==> src/rtl/d_ff_pipe_pkg.sv <==
// d_ff_pipe_pkg
//   Shared definitions for the d_ff_pipe pipeline register:
//   - PIPE_RESET_VAL : default reset/flush data value
//   - stage_op_e     : per-edge action of one pipeline stage
//   - occ_width()    : width of the occupancy counter for a given depth
//   - stage_op()     : r > flush > en > hold priority decode
package d_ff_pipe_pkg;

   localparam logic [31:0] PIPE_RESET_VAL = 32'h0000_0000;

   typedef enum logic [1:0] {
      OP_HOLD  = 2'd0,
      OP_LOAD  = 2'd1,
      OP_FLUSH = 2'd2,
      OP_RESET = 2'd3
   } stage_op_e;

   // Enough bits to count 0..depth inclusive.
   function automatic int unsigned occ_width(input int unsigned depth);
      if (depth < 2) return 1;
      return $clog2(depth + 1);
   endfunction

   function automatic stage_op_e stage_op(input logic r, input logic flush, input logic en);
      if (r)          return OP_RESET;
      else if (flush) return OP_FLUSH;
      else if (en)    return OP_LOAD;
      else            return OP_HOLD;
   endfunction

endpackage

==> src/rtl/d_ff_pipe_if.sv <==
// d_ff_pipe_if
//   Bundles the pipeline control, input and output signals.
//   master : drives en, flush, d, d_valid; observes q, q_valid, occupancy, busy
//   slave  : the pipeline itself
interface d_ff_pipe_if
   import d_ff_pipe_pkg::*;
#(
   parameter int unsigned WIDTH = 32,
   parameter int unsigned DEPTH = 2
);
   localparam int unsigned OCC_W = occ_width(DEPTH);

   logic             en;
   logic             flush;
   logic [WIDTH-1:0] d;
   logic             d_valid;
   logic [WIDTH-1:0] q;
   logic             q_valid;
   logic [OCC_W-1:0] occupancy;
   logic             busy;

   modport master (
      output en, flush, d, d_valid,
      input  q, q_valid, occupancy, busy
   );

   modport slave (
      input  en, flush, d, d_valid,
      output q, q_valid, occupancy, busy
   );

endinterface

==> src/rtl/d_ff_pipe_stage.sv <==
// d_ff_pipe_stage
//   One data + valid register of the pipeline.
//   Per rising edge: r loads RESET_VAL/invalid, flush invalidates (and clears
//   data to RESET_VAL when FLUSH_DATA=1), en captures d/d_valid, else hold.
// Ports
//   clk, r            clock, synchronous active-high reset
//   en, flush         advance enable, synchronous kill
//   d, d_valid        entry from the previous stage (or pipeline input)
//   q, q_valid        registered entry
module d_ff_pipe_stage
   import d_ff_pipe_pkg::*;
#(
   parameter int unsigned      WIDTH      = 32,
   parameter logic [WIDTH-1:0] RESET_VAL  = '0,
   parameter bit               FLUSH_DATA = 1'b1
) (
   input  logic             clk,
   input  logic             r,
   input  logic             en,
   input  logic             flush,
   input  logic [WIDTH-1:0] d,
   input  logic             d_valid,
   output logic [WIDTH-1:0] q,
   output logic             q_valid
);

   stage_op_e op;

   assign op = stage_op(r, flush, en);

   always_ff @(posedge clk) begin
      case (op)
         OP_RESET: begin
            q       <= RESET_VAL;
            q_valid <= 1'b0;
         end
         OP_FLUSH: begin
            if (FLUSH_DATA) q <= RESET_VAL;
            q_valid <= 1'b0;
         end
         OP_LOAD: begin
            q       <= d;
            q_valid <= d_valid;
         end
         OP_HOLD: begin
            q       <= q;
            q_valid <= q_valid;
         end
         default: begin
            q       <= q;
            q_valid <= q_valid;
         end
      endcase
   end

endmodule

==> src/rtl/d_ff_pipe.sv <==
// d_ff_pipe
//   DEPTH-stage pipeline register of WIDTH-bit data with per-stage valid bits,
//   global stall (en=0), flush and a registered occupancy counter.
// Ports
//   clk                 rising-edge clock
//   r                   synchronous active-high reset
//   bus (slave)         en, flush, d, d_valid in; q, q_valid, occupancy, busy out
module d_ff_pipe
   import d_ff_pipe_pkg::*;
#(
   parameter int unsigned      WIDTH      = 32,
   parameter int unsigned      DEPTH      = 2,
   parameter logic [WIDTH-1:0] RESET_VAL  = WIDTH'(PIPE_RESET_VAL),
   parameter bit               FLUSH_DATA = 1'b1
) (
   input  logic        clk,
   input  logic        r,
   d_ff_pipe_if.slave  bus
);

   localparam int unsigned OCC_W = occ_width(DEPTH);

   // Index 0 is the pipeline input, index DEPTH the last stage.
   logic [DEPTH:0][WIDTH-1:0] data;
   logic [DEPTH:0]            vld;

   assign data[0] = bus.d;
   assign vld[0]  = bus.d_valid;

   for (genvar i = 0; i < DEPTH; i++) begin : g_stage
      d_ff_pipe_stage #(
         .WIDTH      (WIDTH),
         .RESET_VAL  (RESET_VAL),
         .FLUSH_DATA (FLUSH_DATA)
      ) u_stage (
         .clk     (clk),
         .r       (r),
         .en      (bus.en),
         .flush   (bus.flush),
         .d       (data[i]),
         .d_valid (vld[i]),
         .q       (data[i+1]),
         .q_valid (vld[i+1])
      );
   end

   assign bus.q       = data[DEPTH];
   assign bus.q_valid = vld[DEPTH];

   // Occupancy is tracked incrementally rather than by popcount: an entry
   // enters when d_valid is captured and leaves when the last stage's valid
   // is overwritten. Modular arithmetic keeps the +1/-1 case exact.
   logic [OCC_W-1:0] occ;
   logic [OCC_W-1:0] occ_nxt;

   always_comb begin
      occ_nxt = occ;
      if (r || bus.flush)
         occ_nxt = '0;
      else if (bus.en)
         occ_nxt = occ + OCC_W'(bus.d_valid) - OCC_W'(vld[DEPTH]);
   end

   always_ff @(posedge clk) begin
      occ <= occ_nxt;
   end

   assign bus.occupancy = occ;
   assign bus.busy      = (occ != '0);

   a_occ_no_overflow: assert property (@(posedge clk) disable iff (r)
      (bus.en && !bus.flush) |->
         (int'(occ) + int'(bus.d_valid) <= int'(DEPTH) + int'(vld[DEPTH])));

   a_occ_no_underflow: assert property (@(posedge clk) disable iff (r)
      (bus.en && !bus.flush) |->
         (int'(occ) + int'(bus.d_valid) >= int'(vld[DEPTH])));

   a_occ_in_range: assert property (@(posedge clk) disable iff (r)
      int'(occ) <= int'(DEPTH));

endmodule

==> src/flat_wrapper.sv <==
// flat-port wrapper written by rule: the top's interface ports become plain ports
module d_ff_pipe_flat import d_ff_pipe_pkg::*;
#(
   parameter int unsigned      WIDTH      = 32,
   parameter int unsigned      DEPTH      = 2,
   parameter logic [WIDTH-1:0] RESET_VAL  = WIDTH'(PIPE_RESET_VAL),
   parameter bit               FLUSH_DATA = 1'b1
)
  (clk, r, bus_en, bus_flush, bus_d, bus_d_valid, bus_q, bus_q_valid, bus_occupancy, bus_busy);
  d_ff_pipe_if #(.WIDTH(WIDTH), .DEPTH(DEPTH)) bus_i ();
  input  logic clk;
  input  logic r;
  input wire logic [$bits(bus_i.en)-1:0] bus_en;
  input wire logic [$bits(bus_i.flush)-1:0] bus_flush;
  input wire logic [$bits(bus_i.d)-1:0] bus_d;
  input wire logic [$bits(bus_i.d_valid)-1:0] bus_d_valid;
  output wire logic [$bits(bus_i.q)-1:0] bus_q;
  output wire logic [$bits(bus_i.q_valid)-1:0] bus_q_valid;
  output wire logic [$bits(bus_i.occupancy)-1:0] bus_occupancy;
  output wire logic [$bits(bus_i.busy)-1:0] bus_busy;
  assign bus_i.en = bus_en;
  assign bus_i.flush = bus_flush;
  assign bus_i.d = bus_d;
  assign bus_i.d_valid = bus_d_valid;
  assign bus_q = bus_i.q;
  assign bus_q_valid = bus_i.q_valid;
  assign bus_occupancy = bus_i.occupancy;
  assign bus_busy = bus_i.busy;
  d_ff_pipe #(.WIDTH(WIDTH), .DEPTH(DEPTH), .RESET_VAL(RESET_VAL), .FLUSH_DATA(FLUSH_DATA)) u_core (.clk(clk), .r(r), .bus(bus_i));
endmodule
==> config.mk <==
export PLATFORM = sky130hd
export DESIGN_NAME = d_ff_pipe_flat
export DESIGN_NICKNAME = d
export VERILOG_FILES = /design/src/rtl/d_ff_pipe_pkg.sv /design/src/rtl/d_ff_pipe_if.sv /design/src/rtl/d_ff_pipe_stage.sv /design/src/rtl/d_ff_pipe.sv /design/src/flat_wrapper.sv
export SDC_FILE = /design/constraint.sdc
export NUM_CORES = 1
export LEC_CHECK = 0
export BUFFER_PORTS_ARGS = -buffer_cell sky130_fd_sc_hd__buf_2
export CAP_MARGIN = 5
export CORE_ASPECT_RATIO = 1.1
export CORE_MARGIN = 5
export CORE_UTILIZATION = 52
export CTS_CLUSTER_DIAMETER = 40
export DETAILED_ROUTE_END_ITERATION = 7
export PLACE_DENSITY = 0.79
export SLEW_MARGIN = 20
export SYNTH_ARGS = -nofsm -noshare
export SYNTH_HDL_FRONTEND = slang
export SYNTH_SLANG_ARGS = --single-unit
==> constraint.sdc <==
create_clock -name clk -period 2.8 [get_ports clk]
set_clock_uncertainty 0.2 [all_clocks]
set_input_delay 0.14 -clock clk [delete_from_list [all_inputs] [get_ports clk]]
set_output_delay 0.14 -clock clk [all_outputs]
set_load 0.05 [all_outputs]
* Yosys cells after proc, flatten, opt, wreduce, memory -nomap -nowiden *
Index checks and enable logic that the tools add are counted.

operators by class
  add/sub/neg operators = 2
  multiply operators = 0
  div/mod/pow operators = 0
  $lt $le $gt $ge = 0
  equality and inequality tests = 3
  shifts and indexed selects = 0
  multiplexer cells = 7
  bitwise gates (word level) = 0
  reductions and logical operators = 4

operator list
  operator                                                         number
  32-bit one-hot mux with 2 select lines                           2
  2-bit == test, second input constant                             2
  2-bit two-way mux                                                2
  1-bit one-hot mux with 2 select lines                            2
  2-bit by 1-bit adder with 2-bit output                           1
  2-bit by 1-bit == test with 1-bit output, second input constant  1
  2-bit zero test                                                  1
  2-bit nonzero test                                               1
  2-bit OR reduction                                               1
  2-bit by 1-bit subtractor with 2-bit output                      1
  1-bit logical OR                                                 1
  1-bit two-way mux                                                1

word-level totals
  bits in registers = 68
  latch bits = 0
  bits in writable memories = 0
  memory bits (read-only) = 0
  input port bits = 37
  output and inout bits = 36
  word-level logic and storage cells = 21
  memories = 0

* Longest topological paths before layout *
  word-level depth = 6
  depth in mapped cells = 7
  gate-level depth less buffers = 7

* Modules after synthesis *
From an unflattened synthesis, not the netlist that was laid out.

second synthesis, totals
  cells, all modules = 166
  area, all modules = 2975.4 µm²

by module, submodules not included
  module           instances  cells each  area an instance (µm²)  sequential area each (µm²)
  d_ff_pipe_stage  2          76          1421.4                  991.0
  d_ff_pipe        1          14          132.6                   40.0

* Worst setup path before layout *
Ideal clock, no wire load.

  kind = in2reg
  from = input port bus_flush
  to = register u_core.g_stage[0].u_stage.q[0] (enable)
  setup time = 0.427 ns
  arrival time = 1.594 ns
  data required time = 2.173 ns
  path slack = 0.579 ns
  cell stages on the path = 1
  path buffers = 0
  cell sequence = or3_1

between the ends
  longest elaborated chain between the ends = 3

ends and longest elaborated chain
  what                    RTL line               text
  start: declaration      flat_wrapper.sv:14     input wire logic [$bits(bus_i.flush)-1:0] bus_flush;
  2-bit two-way mux       d_ff_pipe_pkg.sv:26    else if (flush) return OP_FLUSH;
  2-bit two-way mux       d_ff_pipe_pkg.sv:25    if (r) return OP_RESET;
  2-bit zero test         d_ff_pipe_stage.sv:32  case (op)
  end signal: assignment  d_ff_pipe_stage.sv:46  q <= q;
  end signal: assignment  d_ff_pipe_stage.sv:50  q <= q;
  end: declaration        d_ff_pipe_stage.sv:23  output logic [WIDTH-1:0] q,

Every way passes these cells.
A chain may end at the register's enable or synchronous reset.

* Worst setup path after layout *
  from = register u_core.g_stage[1].u_stage.q_valid
  to = register u_core.occ[0], in the netlist u_core.bus.occupancy[0]

between the ends
  longest elaborated chain between the ends = 1

ends and longest elaborated chain
  what                                         RTL line               text
  start: declaration                           d_ff_pipe_stage.sv:24  output logic q_valid
  start signal: assignment                     d_ff_pipe_stage.sv:43  q_valid <= d_valid;
  start signal: assignment                     d_ff_pipe_stage.sv:47  q_valid <= q_valid;
  start signal: assignment                     d_ff_pipe_stage.sv:51  q_valid <= q_valid;
  2-bit by 1-bit subtractor with 2-bit output  d_ff_pipe.sv:61        occ_nxt = occ + OCC_W'(bus.d_valid) - OCC_W'(vld[DEPTH]);
  end signal: assignment                       d_ff_pipe.sv:65        occ <= occ_nxt;
  end: declaration                             d_ff_pipe.sv:53        logic [OCC_W-1:0] occ;

Every way passes these cells.

==> out/qor.yml <==
critical_path:
  crit_buf_inv: 2
  crit_fanout: 2
  slowest_delay_ns: 0.55
  cp.arrival_ns: 2.11
  cp_common_cell: "ha_1"
  crit_path_end_kind: "flip-flop"
  required_ns: 2.82
  critical_path_class: "flip-flop to flip-flop"
  start_kind: "flip-flop"
  path_cells: "ha_1 -> inv_1 -> ha_1 -> mux2i_1 -> nor3_1 -> dlygate4sd3_1"
  critPathSlowestCell: "dlygate4sd3_1"
  cp_top_family: "buffers and inverters"
logic_synthesis:
  seq_area_frac_synth: 0.7094
  ys_ff_latch: 68
  synth.distinct_cells: 16
  ys_warn_count: 0
  syn_nets: 226
  synth_cells: 187
  syn_area_um2: 2850
  syn_area_per_cell_um2: 15.24
sta:
  tns_ns: 0
  finalCritPeriodShare: 0.7466
  holdWs_ns: 0.1036
  hold_viol: 0
  max_freq_ghz: 0.4783
  slew_headroom: 0.5207
  slew_viol_final: 0
  rsz0062_at_grt: "no"
  tightest_slew_ns: 0.7181
  setup_viol: 0
  min_period_ns: 2.091
placement:
  portBuffers: 72
  hpwlAfterDp_um: 2696
  gp_congestion: 0.7149
layout:
  antenna_cells: 0
  layout_commonest_cell: "buf_2"
  nets: 309
  n_fill_cell: 375
  drive_gt1_frac: 0.3309
  syn_to_final_growth_pct: 26.16
  layout_common_cells: "buf_2 (72), and2_1 (66), edfxtp_1 (66)"
die:
  die_w_um: 80.59
  rows: 28
  core-area_um2: 5360
  pin_count: 73
  die_h_um: 87.65
  start_util: 0.5317
  die_area_um2: 7064
clocking:
  cts_sinks: 68
  cts_hold_buf: 36
  clk_pin_slew_ns: 0.07
  root_buffer: "clkbuf_8"
  clk-insertion-delay-late_ns: 0.33
  htreeDepth: 3
  ctsResizeCount: 0
  cts_tree: "done"
  post-cts-setup-buffers: 0
  cts_buffer_depth: 2
  cts_made_buffers: 9
hold_path:
  hold_class: "input pin to flip-flop"
routing:
  ant_nets: 0
  vias: 1532
  wl_per_cell_um: 12.75
  vias_per_cell: 4.377
  drtPass1Iterations: 4
  drtIter0Drc: 102
  wl_um: 4461
  drc: 0
grt:
  grtUsageTotal: 0.1366
  grt_pass1_vias: 1496
  antenna_found_initial: 0
  grt_max_degree: 52
  grt_pass1_wl_um: 6900
  grt_overflow: 0
power_and_ir_drop:
  p_leak_nw: 1.630
  total_power_mw: 2.243
  ir_drop_v: 0.0003998
  powerDensity_nw_per_um2: 623.7
flow_run:
  max_cap_violations: 0
run_status:
  status: "complete, no violations"
==> area by class of cell <==
class | instances | area, um2 | area share
Timing Repair Buffer | 111 | 743.2 | 0.2067
Multi-Input combinational cell | 77 | 518.0 | 0.1441
Inverter | 3 | 11.26 | 0.003132
Clock buffer | 11 | 131.4 | 0.03653
Sequential cell | 68 | 2022 | 0.5623
Tap cell | 75 | 93.84 | 0.02610
Clock inverter | 5 | 76.32 | 0.02122
==> through the flow <==
stage                     area, um2  cells  utilization  setup slack [ns]
after CTS                      3592    350       0.6702            0.4874
after global routing           3596    350       0.6709            0.6260
after global placement         3024    298       0.5642            0.7162
after detailed placement       3024    298       0.5642            0.6907
after floorplan                2850    187            -            0.5786
final                          3596    350       0.6709            0.7094
==> synthesized netlist by cell type (all sizes together) <==
cell / count / area [um2]
ha: 2 / 25.02
mux2i: 1 / 10.01
edfxtp: 66 / 1982
dfxtp: 2 / 40.04
xor2: 1 / 8.760
nand2: 1 / 3.750
and2: 66 / 412.9
or3: 1 / 6.260
inv: 3 / 11.26
buf: 37 / 296.5
clkbuf: 2 / 7.510
nor3b: 1 / 18.77
a2111oi: 1 / 8.760
nor3: 2 / 10.01
a31o: 1 / 8.760
==> worst reg2reg max path, cell delays in order, from the launching register on <==
cell	delay, ns
edfxtp_1	0.41
ha_1	0.29
inv_1	0.04
ha_1	0.27
mux2i_1	0.17
nor3_1	0.06
dlygate4sd3_1	0.55
==> per-layer routing <==
metal,track usage,up-vias,part of all wire
met2,0.2417,50,0.54
li1,-,769,-
met4,0.07680,0,0.028
met5,0,-,0
met3,0.05144,12,0.071
met1,0.1376,701,0.36
==> state kept, by name (all words and copies together) (netlist names) <==
register / count
u_core.g_stage.u_stage.q: 64
u_core.bus.occupancy: 2
u_core.g_stage.u_stage.q_valid: 2
==> power breakdown <==
part / switching (mW) / internal (mW) / total, mW
Combinational: 0.143 / 0.0841 / 0.227
Clock: 0.340 / 0.497 / 0.837
Sequential: 0.0114 / 1.17 / 1.18
Total: 0.494 / 1.75 / 2.24
==> logic make-up (layout without fill, tap and decap cells) <==
group,after synthesis,count (layout),synth area share
AOI/OAI and AO/OA,2,2,0.006147
xor gates and xnor gates,1,1,0.003073
adders and majority gates,2,2,0.008778
buffers and inverters,42,130,0.1106
DFF,68,68,0.7094
muxes,1,1,0.003512
and+or+nand+nor,71,71,0.1585
==> path summary, 6_finish.rpt <==
| kind | start | to | slack [ns] | depth (start not counted) |
|---|---|---|---|---|
| min | bus_flush | u_core.bus.occupancy[1]$_SDFFE_PP0P_ | 0.10 | 3 |
| max | u_core.g_stage[1].u_stage.q_valid$_DFFE_PP_ | u_core.bus.occupancy[0]$_SDFFE_PP0P_ | 0.71 | 6 |
| max reg2reg | u_core.g_stage[1].u_stage.q_valid$_DFFE_PP_ | u_core.bus.occupancy[0]$_SDFFE_PP0P_ | 0.71 | 6 |
| min reg2reg | u_core.g_stage[0].u_stage.q[4]$_SDFFCE_PP0P_ | u_core.g_stage[1].u_stage.q[4]$_SDFFCE_PP0P_ | 0.32 | 1 |
Note: power is estimated with default switching activity, not from simulation.
